===== src/rtl/rate_capture_ack.sv =====
// rate_capture_ack
//   Downstream consumer for a DSP timed counter running in acknowledge mode.
//   Captures each completed interval count and returns a one-cycle acknowledge
//   that restarts the counter. The count is presented on a valid/ready output
//   slot. Alongside the capture it keeps a power-of-two interval average, a
//   sticky overrun flag and a hysteretic rate alarm.
//
// Parameters
//   AVG_LOG2      average over 2^AVG_LOG2 captures (0..8)
//   BACKPRESSURE  "TRUE"  : withhold the acknowledge until the output slot is free
//                 "FALSE" : overwrite the slot and flag an overrun
//
// Ports
//   clk, rst_n           clock, asynchronous active-low reset
//   enable               captures allowed only while high
//   count_in             interval count from the counter
//   count_valid_in       counter's level-held valid
//   count_ack            one-cycle acknowledge pulse (drives counter rst)
//   m_tdata / m_tvalid   output slot; m_tready is the consumer accept
//   avg_out / avg_valid  averaged count and its one-cycle update strobe
//   overrun / overrun_clr  sticky overwrite flag and its clear
//   thresh_hi / thresh_lo  alarm set / clear levels
//   alarm                hysteretic rate alarm
module rate_capture_ack #(
   parameter int    AVG_LOG2     = 2,
   parameter string BACKPRESSURE = "TRUE"
) (
   input  logic        clk,
   input  logic        rst_n,
   input  logic        enable,
   input  logic [24:0] count_in,
   input  logic        count_valid_in,
   output logic        count_ack,
   output logic [24:0] m_tdata,
   output logic        m_tvalid,
   input  logic        m_tready,
   output logic [24:0] avg_out,
   output logic        avg_valid,
   output logic        overrun,
   input  logic        overrun_clr,
   input  logic [24:0] thresh_hi,
   input  logic [24:0] thresh_lo,
   output logic        alarm
);

   localparam bit BP_EN = (BACKPRESSURE == "TRUE");
   localparam int ACC_W = 25 + AVG_LOG2;
   // A zero-width sample counter is not legal; with AVG_LOG2=0 every capture
   // is the last sample, so the 1-bit counter simply stays at zero.
   localparam int CNT_W = (AVG_LOG2 > 0) ? AVG_LOG2 : 1;

   localparam logic [0:0] IDLE     = 1'b0;
   localparam logic [0:0] WAIT_CLR = 1'b1;

   logic [0:0]       state;
   logic [ACC_W-1:0] acc;
   logic [ACC_W-1:0] acc_sum;
   logic [CNT_W-1:0] sample_cnt;
   logic             slot_free;
   logic             capture;
   logic             last_sample;

   always_comb begin
      slot_free   = !m_tvalid || m_tready;
      capture     = (state == IDLE) && enable && count_valid_in && (slot_free || !BP_EN);
      acc_sum     = acc + ACC_W'(count_in);
      last_sample = (AVG_LOG2 == 0) || (sample_cnt == '1);
   end

   always_ff @(posedge clk or negedge rst_n) begin
      if (!rst_n) begin
         state      <= IDLE;
         count_ack  <= 1'b0;
         m_tdata    <= '0;
         m_tvalid   <= 1'b0;
         avg_out    <= '0;
         avg_valid  <= 1'b0;
         overrun    <= 1'b0;
         alarm      <= 1'b0;
         acc        <= '0;
         sample_cnt <= '0;
      end else begin
         count_ack <= capture;
         avg_valid <= capture && last_sample;

         // WAIT_CLR holds until the ack has gone and the counter has dropped
         // its valid, so a stale valid is never counted twice.
         case (state)
            IDLE:     if (capture) state <= WAIT_CLR;
            WAIT_CLR: if (!count_ack && !count_valid_in) state <= IDLE;
            default:  state <= IDLE;
         endcase

         // A capture on the same edge as an accept keeps the slot full.
         if (capture) begin
            m_tdata  <= count_in;
            m_tvalid <= 1'b1;
         end else if (m_tready) begin
            m_tvalid <= 1'b0;
         end

         // Set has priority over clear.
         if (!BP_EN && capture && m_tvalid && !m_tready)
            overrun <= 1'b1;
         else if (overrun_clr)
            overrun <= 1'b0;

         if (capture) begin
            if (last_sample) begin
               avg_out    <= 25'(acc_sum >> AVG_LOG2);
               acc        <= '0;
               sample_cnt <= '0;
            end else begin
               acc        <= acc_sum;
               sample_cnt <= sample_cnt + CNT_W'(1);
            end

            // Set is tested first so it wins when thresh_lo > thresh_hi.
            if (count_in > thresh_hi)
               alarm <= 1'b1;
            else if (count_in < thresh_lo)
               alarm <= 1'b0;
         end
      end
   end

endmodule


===== config.mk =====
export PLATFORM = sky130hd
export DESIGN_NAME = rate_capture_ack
export DESIGN_NICKNAME = d
export VERILOG_FILES = /design/src/rtl/rate_capture_ack.sv
export SDC_FILE = /design/constraint.sdc
export NUM_CORES = 1
export LEC_CHECK = 0
export ABC_AREA = 1
export CAP_MARGIN = 20
export CORE_MARGIN = 3
export CORE_UTILIZATION = 47
export CTS_BUF_LIST = sky130_fd_sc_hd__clkbuf_16
export CTS_CLUSTER_SIZE = 30
export DETAILED_ROUTE_END_ITERATION = 6
export GPL_ROUTABILITY_DRIVEN = 0
export PLACE_DENSITY = 0.89
export SYNTH_ARGS = -nofsm -noshare
export SYNTH_HDL_FRONTEND = slang
export SYNTH_SLANG_ARGS = --single-unit

===== constraint.sdc =====
create_clock -name clk -period 1.9 [get_ports clk]
set_input_delay 0.285 -clock clk [delete_from_list [all_inputs] [get_ports clk]]
set_output_delay 0.285 -clock clk [all_outputs]
set_load 0.03 [all_outputs]

# Yosys cells after proc, flatten, opt, wreduce, memory -nomap -nowiden
# Index checks and enable logic that the tools add are counted.
# word_totals
register_bits,84
word_cells,37
out_inout_bits,55
in_bits,81
# classes
muxes,9
add_sub_neg,2
n_reduce_logical,13
n_eq_ne,1
bitwise,1
n_lt_le_gt_ge,2
# op_table
operator,n
adder 27 x 25 -> 27 bit,1
two-way mux 27 bit,1
> comparator 25 bit,1
< comparator 25 bit,1
two-way mux 1 bit,6
logical AND 1 bit,5
AND reduction 2 bit,2
nonzero test 2 bit,2
logical NOT 1 bit,3
"adder 2 x 1 -> 2 bit, second input constant",1
"== test 2 bit, second input constant",1
two-way mux 2 bit,1
one-hot mux 1 bit (2 select lines),1
logical OR 1 bit,1
NOT 1 bit,1

# Logic depth before layout (Yosys ltp)
# logic_depth
ltp_word,6
ltp_mapped,14
mapped_depth_nobuf,14

# Worst setup path after synthesis
# No wires, ideal clock.
# synth_path
path_type,reg-to-reg
start,register acc[0]
end,register avg_out[14]
path_buffers,0
required_ns,1.783
slack_ns,0.062
arrival_time_ns,1.721
setup_time_ns,0.117
synth_period_minus_slack_ns,1.838
stages_incl_launch_ff,14
path_cell_list,dfrtp_1 -> ha_1 -> inv_1 -> fa_1 -> inv_1 -> nand3_1 -> nand3_1 -> nand2_1 -> nand2_1 -> inv_1 -> nor2_1 -> o21ai_0 -> nand3_1 -> nand2_1
# synth_via
elab_chain_cells,1
# synth_lines
element,line,source
start: declaration,56,logic [ACC_W-1:0] acc;
start signal: assignment,114,acc <= acc_sum;
adder 27 x 25 -> 27 bit,66,acc_sum = acc + ACC_W'(count_in);
end signal: assignment,110,avg_out <= 25'(acc_sum >> AVG_LOG2);
end: declaration,37,"output logic [24:0] avg_out,"
# Every way passes these cells.
# A chain may end at the register's enable or synchronous reset.

# Worst setup path after layout
# layout_path
start,register acc[12]
end,register avg_out[19]
# The elaborated chain is that of the path after synthesis.

==> impl_metrics.csv <==
group,metric,value,unit
critical_path,crit_buf_inv,1,
yosys,synth_top_area_share,33.0,%
critical_path,r2r_slack,-40,ps
pwr,power_leakage,5.14,nW
critical_path,critPathTopFamily,"simple AND/OR/NAND/NOR gates",
min_path,holdPathEnd,"m_tdata[1]$_DFFE_PN0P_",
finish,finish.net_count,1310,
routing,antenna_left,0,
critical_path,crit_top_cell,"nand2_1",
finish,diodes,0,
floorplanning,fp.dieH,122,µm
finish,final_area,9290,µm²
placement,pre_cts_ws,-478,ps
timing,drv_slew,0,
global_route,grt_pass1_wl,31200,µm
placement,io_buffers,133,
finish,layout-drive-gt1-share,15.0,%
critical_path,worstPathMaxFanout,5,
timing,fin_worst_skew,13.0,ps
floorplanning,dieArea,15000,µm²
routing,drtPass1Iterations,7,
critical_path,cp-startpoint,"acc[12]$_DFFE_PN0P_",
timing,grt_setup_unrepaired,"true",
critical_path,cpPeakStageDelay,420,ps
yosys,dominantRegCellSynth,"dfrtp_1",
finish,instances_no_fill,1329,
clock_tree,clk_latency,350,ps
finish,area_delta_synth_final,45.8,%
run,cap_viol_max_count,0,
routing,route.detailed.drc,1,
critical_path,critPathSlowestCell,"dfrtp_1",
floorplanning,io_pins,136,
yosys,ys_seq_elements,84,
yosys,synth_edf_count,0,
floorplanning,die_x,122,µm
yosys,synth_cells,937,
min_path,hp-class,"input port to flip-flop",
clock_tree,clockRootBuffer,"clkbuf_16",
timing,fin_crit,1940,ps
critical_path,crit_chain,"ha_4, nand2_1, nor2_1, buf_4, nand2_1, nand2_1, nand2_1, nand3_1, nand2_1, nand3_2, nand2_1",
yosys,ys_types,32,
critical_path,critPathLaunchType,"flip-flop",
floorplanning,rows,41,
clock_tree,numCtsBuffers,9,
timing,setup-violations-final,3,
global_route,grt_pass1_vias,6697,
critical_path,regToRegEndpoint,"avg_out[19]$_DFFE_PN0P_",
routing,viasPerCell,5.25,
pwr,finalPower,12.1,mW
yosys,syn_area_per_cell,6.80,µm²
yosys,yosysWarnings,0,
timing,worst_pin_slew,608,ps
critical_path,cp.arrival,2170,ps
timing,period_share,102,%
timing,fin_hold_ws,314,ps
yosys,ys_seq_area_share,33.0,%
min_path,hold_start,"count_in[1]",
yosys,syn_area,6370,µm²
critical_path,reg2regPathDepth,11,
pwr,ir_worst_vdd,0.871,mV
global_route,antenna_found_initial,0,
global_route,grt_use_total,26.1,%
global_route,overflow,0,
floorplanning,initial_core_util,49.3,%
run_status,status,"finished, violations left",
timing,finalHoldViolCount,0,
timing,worst_slack,-41.4,ps
yosys,synth.top_cells.by_area,"dfrtp_1, nand2_1, ha_1, inv_1, nand3_1",
finish,fin_util,71.8,%
placement,hpwl,15200,µm
timing,tns,-68.1,ps
min_path,hold_depth,3,
clock_tree,cts_tree,"built",
floorplanning,core_area,12900,µm²
routing,drtIter0Drc,593,
placement,dp.cells,1310,
routing,wl_per_cell,15.8,µm
critical_path,timing.rr.start,"acc[12]$_DFFE_PN0P_",
clock_tree,clk_pin_slew,70,ps
critical_path,crit_path_end_kind,"flip-flop",
clock_tree,cts.sinks,84,
timing,slew_headroom,59.5,%
yosys,synth_top_area_cell,"dfrtp_1",
routing,vias,6977,
yosys,yosysMostFrequentCell,"nand2_1",
yosys,synth_common_cells,"nand2_1, inv_1, dfrtp_1",
critical_path,crit_type,"flip-flop to flip-flop",
routing,routed_wl,21100,µm
timing,max_freq,515,MHz
critical_path,cp.required,2130,ps
global_route,grt_max_degree,45,
run_status,violations,"design-rule violations, negative setup slack",
clock_tree,cts-htree-levels,3,
pwr,powerDensity,1310,nW/µm²
yosys,async_flop_share,100,%
clock_tree,clock_path_buffers,2,
placement,post_dp_cell_area,8490,µm²
yosys,synth_fp_nets,1094,
## routing by layer
layer	global-route usage [%]	wire (µm)	vias to the layer above
met2	42.5	9670	357
met5	0	0	-
li1	-	-	3353
met1	35.7	8770	3197
met4	7.49	619	0
met3	4.93	1990	70
## placed cells by master (no fill, tap or decap), types with 13 or more instances in the layout
cell type,synthesis,routed
nor2_1,46,38
dfrtp_1,84,84
o21ai_1,12,13
clkdlybuf4s50_1,0,112
nand3_2,0,13
ha_1,75,52
inv_1,153,150
a21oi_1,35,33
nand3_1,72,58
ha_4,0,22
buf_4,2,84
dlymetal6s2s_1,0,19
nand2_1,373,365
o21ai_0,15,14
## worst min-delay path, cell delays in order
cell and delay (ps):
dlymetal6s2s_1 160, inv_2 90, o21ai_0 90
## flip-flops by register name, indices dropped and copies added (netlist names)
signal / flops
acc: 27
alarm: 1
avg_out: 25
avg_valid: 1
count_ack: 1
m_tdata: 25
m_tvalid: 1
sample_cnt: 2
state: 1
## cell type report
class / count / area [µm²]
Clock buffer: 9 / 225
Sequential cell: 84 / 2100
Tap cell: 172 / 215
Clock inverter: 6 / 66.3
Fill cell: 949 / 3640
Inverter: 156 / 586
Timing Repair Buffer: 221 / 2080
Multi-Input combinational cell: 681 / 4010
## cell families (layout without fill, tap and decap cells)
| group | Yosys count | count (layout) | share of synthesized area, % |
|---|---|---|---|
| flops | 84 | 84 | 33.0 |
| fa+ha+maj | 76 | 76 | 15.0 |
| compound gates | 71 | 71 | 5.93 |
| buf+inv | 172 | 392 | 10.6 |
| xor+xnor | 9 | 9 | 1.24 |
| other cells | 1 | 1 | 0.0589 |
| simple gates | 524 | 524 | 34.1 |
## worst max-delay path by stage
stage	slack, ps	depth (start not counted)	endpoint
floorplan	60	13	avg_out[14]$_DFFE_PN0P_
global placement	-430	14	acc[16]$_DFFE_PN0P_
detailed placement	-480	13	acc[18]$_DFFE_PN0P_
CTS	0.04	12	acc[9]$_DFFE_PN0P_
global route	-140	11	avg_out[19]$_DFFE_PN0P_
finish	-40	11	avg_out[19]$_DFFE_PN0P_
## what timing repair did
action	4_1_cts	5_1_grt
pin swaps	5	12
resized for setup	16	71
setup endpoints to repair	28	39
hold endpoints to repair	42	0
buffers inserted	1	2
hold buffers	1	0
## where the power goes
group | total (mW) | internal, mW | leakage [nW] | switching, mW
clock network | 1.78 | 1.01 | 0.134 | 0.767
registers | 3.02 | 2.47 | 1.06 | 0.549
logic | 7.33 | 3.16 | 3.95 | 4.17
No activity file was read; power rests on OpenSTA's default activity.
==> RTL edit: new RTL, config.mk and constraints unchanged <==
Reset style: synchronous (`rst_n`), changed in one clocked block. Comments in the files are not updated.
--- a/src/rtl/rate_capture_ack.sv
+++ b/src/rtl/rate_capture_ack.sv
@@ -67,7 +67,7 @@
       last_sample = (AVG_LOG2 == 0) || (sample_cnt == '1);
    end
 
-   always_ff @(posedge clk or negedge rst_n) begin
+   always_ff @(posedge clk) begin
       if (!rst_n) begin
          state      <= IDLE;
          count_ack  <= 1'b0;
Formal check against the unedited RTL: differs if rst_n is asserted again (counterexample within 4 cycles, from zero or initial values and one cycle with rst_n low); with rst_n held inactive, the same outputs for 10 cycles.
==> RTL edit against the original RTL <==
- the run ends with negative setup slack left
- cell area up 1.7%
- synthesized area down 1.2%
- critical endpoint is now avg_out[15]$_SDFFE_PN0P_
- worst setup slack worse by 68 ps
- sequential cell count unchanged
- highest routed layer unchanged
- critical path type unchanged
- wire length up 14%
Power is not compared: it rests on default switching activity, and its combinational part moved more than twofold at a synthesized area within 25%.
==> RTL edit: results (changes against the original RTL) <==
post-synthesis adder-cell area fraction 15.2% (+0.18 points); Clk Latency, worst-skew pair 360 ps; CP arrival 2310 ps (+140 ps); crit-path max FO 4 (-1); Post-CTS Setup Bufs 0 (-1); share of cells above drive strength 1 17.9% (+2.9 points); R2R depth 14 (+3); hold path depth 3 (unchanged); warnings from Yosys 0 (unchanged); global-route wire length before repair 33.1 mm (+5.9%); Primary FF master, synth dfxtp_1; post-route setup slack -109 ps (-68.0 ps); Compound-Gate Fraction of Synth Area 13.1% (+7.1 points); Setup Crit Path Kind reg -> reg; aggregate global-route resource usage 28.2% (+2.1 points); # placed instances 1368 (+4.4%); final WL 23.9 mm (+14%); crit-path leading delay family simple AND/OR/NAND/NOR gates; Synth Cell Area 0.00629 mm² (-1.2%); Place WS -513 ps (-35.2 ps); failing checks negative setup slack; drt first-iter violations 931 (+57%); Post-synth top cells nand2_1 (279), inv_1 (188), nor2_1 (100); Hold Path Class in -> reg; run status finished, violations left; WL per Instance 17.3 µm (+8.9%); Final Setup Violations 17 (+14); Seq/Total Area, Yosys 26.7% (-6.3 points); Slowest-stage cell, CP dfxtp_2; Yosys cell types 37 (+16%); asr flop ratio synth 0% (-100 points); vias post-DR 7571 (+8.5%); antenna violations before repair 0 (unchanged); Avg Inst Size Synth 6.35 µm² (-6.6%); vias in the first global route 7010 (+4.7%); largest net degree at the start of global routing 33 (-27%); Synth Area in XOR/XNOR 1.67% (+0.43 points); placed inst area 0.00851 mm² (+0.22%); ANT cells 0 (unchanged); Post-DP HPWL 15.4 mm (+1.1%); clk slew on worst S/H paths around 60 ps; Crit Reg-Reg Startpoint acc[4]$_SDFFE_PN0P_; CTS root buf clkbuf_16; Clock Skews 13.4 ps (+0.353 ps); cts repair resizes 38 (+22); Mapped Nets 1148 (+4.9%); Synth area leaders dfxtp_1 (27%), nand2_1 (17%), ha_1 (15%); TNS Setup -848 ps (-780 ps); top flop regs acc x27, avg_out x25, m_tdata x25; IO Port Bufs 133 (unchanged); CP max stage delay 370 ps (-50 ps)
[RTL edit: final cells by class]
| class | count | area [µm²] |
|---|---|---|
| Inverter | 190 | 713 |
| Fill cell | 885 | 3430 |
| Timing Repair Buffer | 233 | 2170 |
| Tap cell | 172 | 215 |
| Multi-Input combinational cell | 692 | 4330 |
| Clock inverter | 7 | 98.8 |
| Sequential cell | 84 | 1690 |
| Clock buffer | 9 | 225 |
[RTL edit: power by group through the flow]
| stage | Combinational (W) | Clock, W | Sequential (W) |
|---|---|---|---|
| 2_1_floorplan | 0.000784 | 0 | 0.00202 |
| 3_3_place_gp | 0.00160 | 0 | 0.00193 |
| 3_5_place_dp | 0.00164 | 0 | 0.00194 |
| 4_1_cts | 0.00172 | 0.00193 | 0.00191 |
| 5_1_grt | 0.00210 | 0.00201 | 0.00193 |
| 6_report | 0.00196 | 0.00193 | 0.00192 |
[RTL edit: per-layer routing]
| layer | routed length, µm | up-vias | track usage (%) |
|---|---|---|---|
| met5 | 0 | - | 0 |
| met4 | 1360 | 0 | 12.4 |
| met3 | 2610 | 153 | 5.15 |
| met2 | 10700 | 526 | 46.8 |
| met1 | 9260 | 3368 | 35.8 |
| li1 | - | 3524 | - |
[RTL edit: worst register-to-register path, delay by kind of cell (launching register included)]
family          cells  cell delay (ps)
compound gates      1              160
simple gates        9              860
buf+inv             3              330
fa+ha+maj           1              230
flops               1              370
[RTL edit: worst paths after layout]
kind,endpoint,slack [ps]
worst min-delay path,m_tdata[1]$_SDFFE_PN0P_,290
worst max-delay path,avg_out[15]$_SDFFE_PN0P_,-110
worst max register to register,avg_out[15]$_SDFFE_PN0P_,-110
worst min register to register,acc[24]$_SDFFE_PN0P_,490
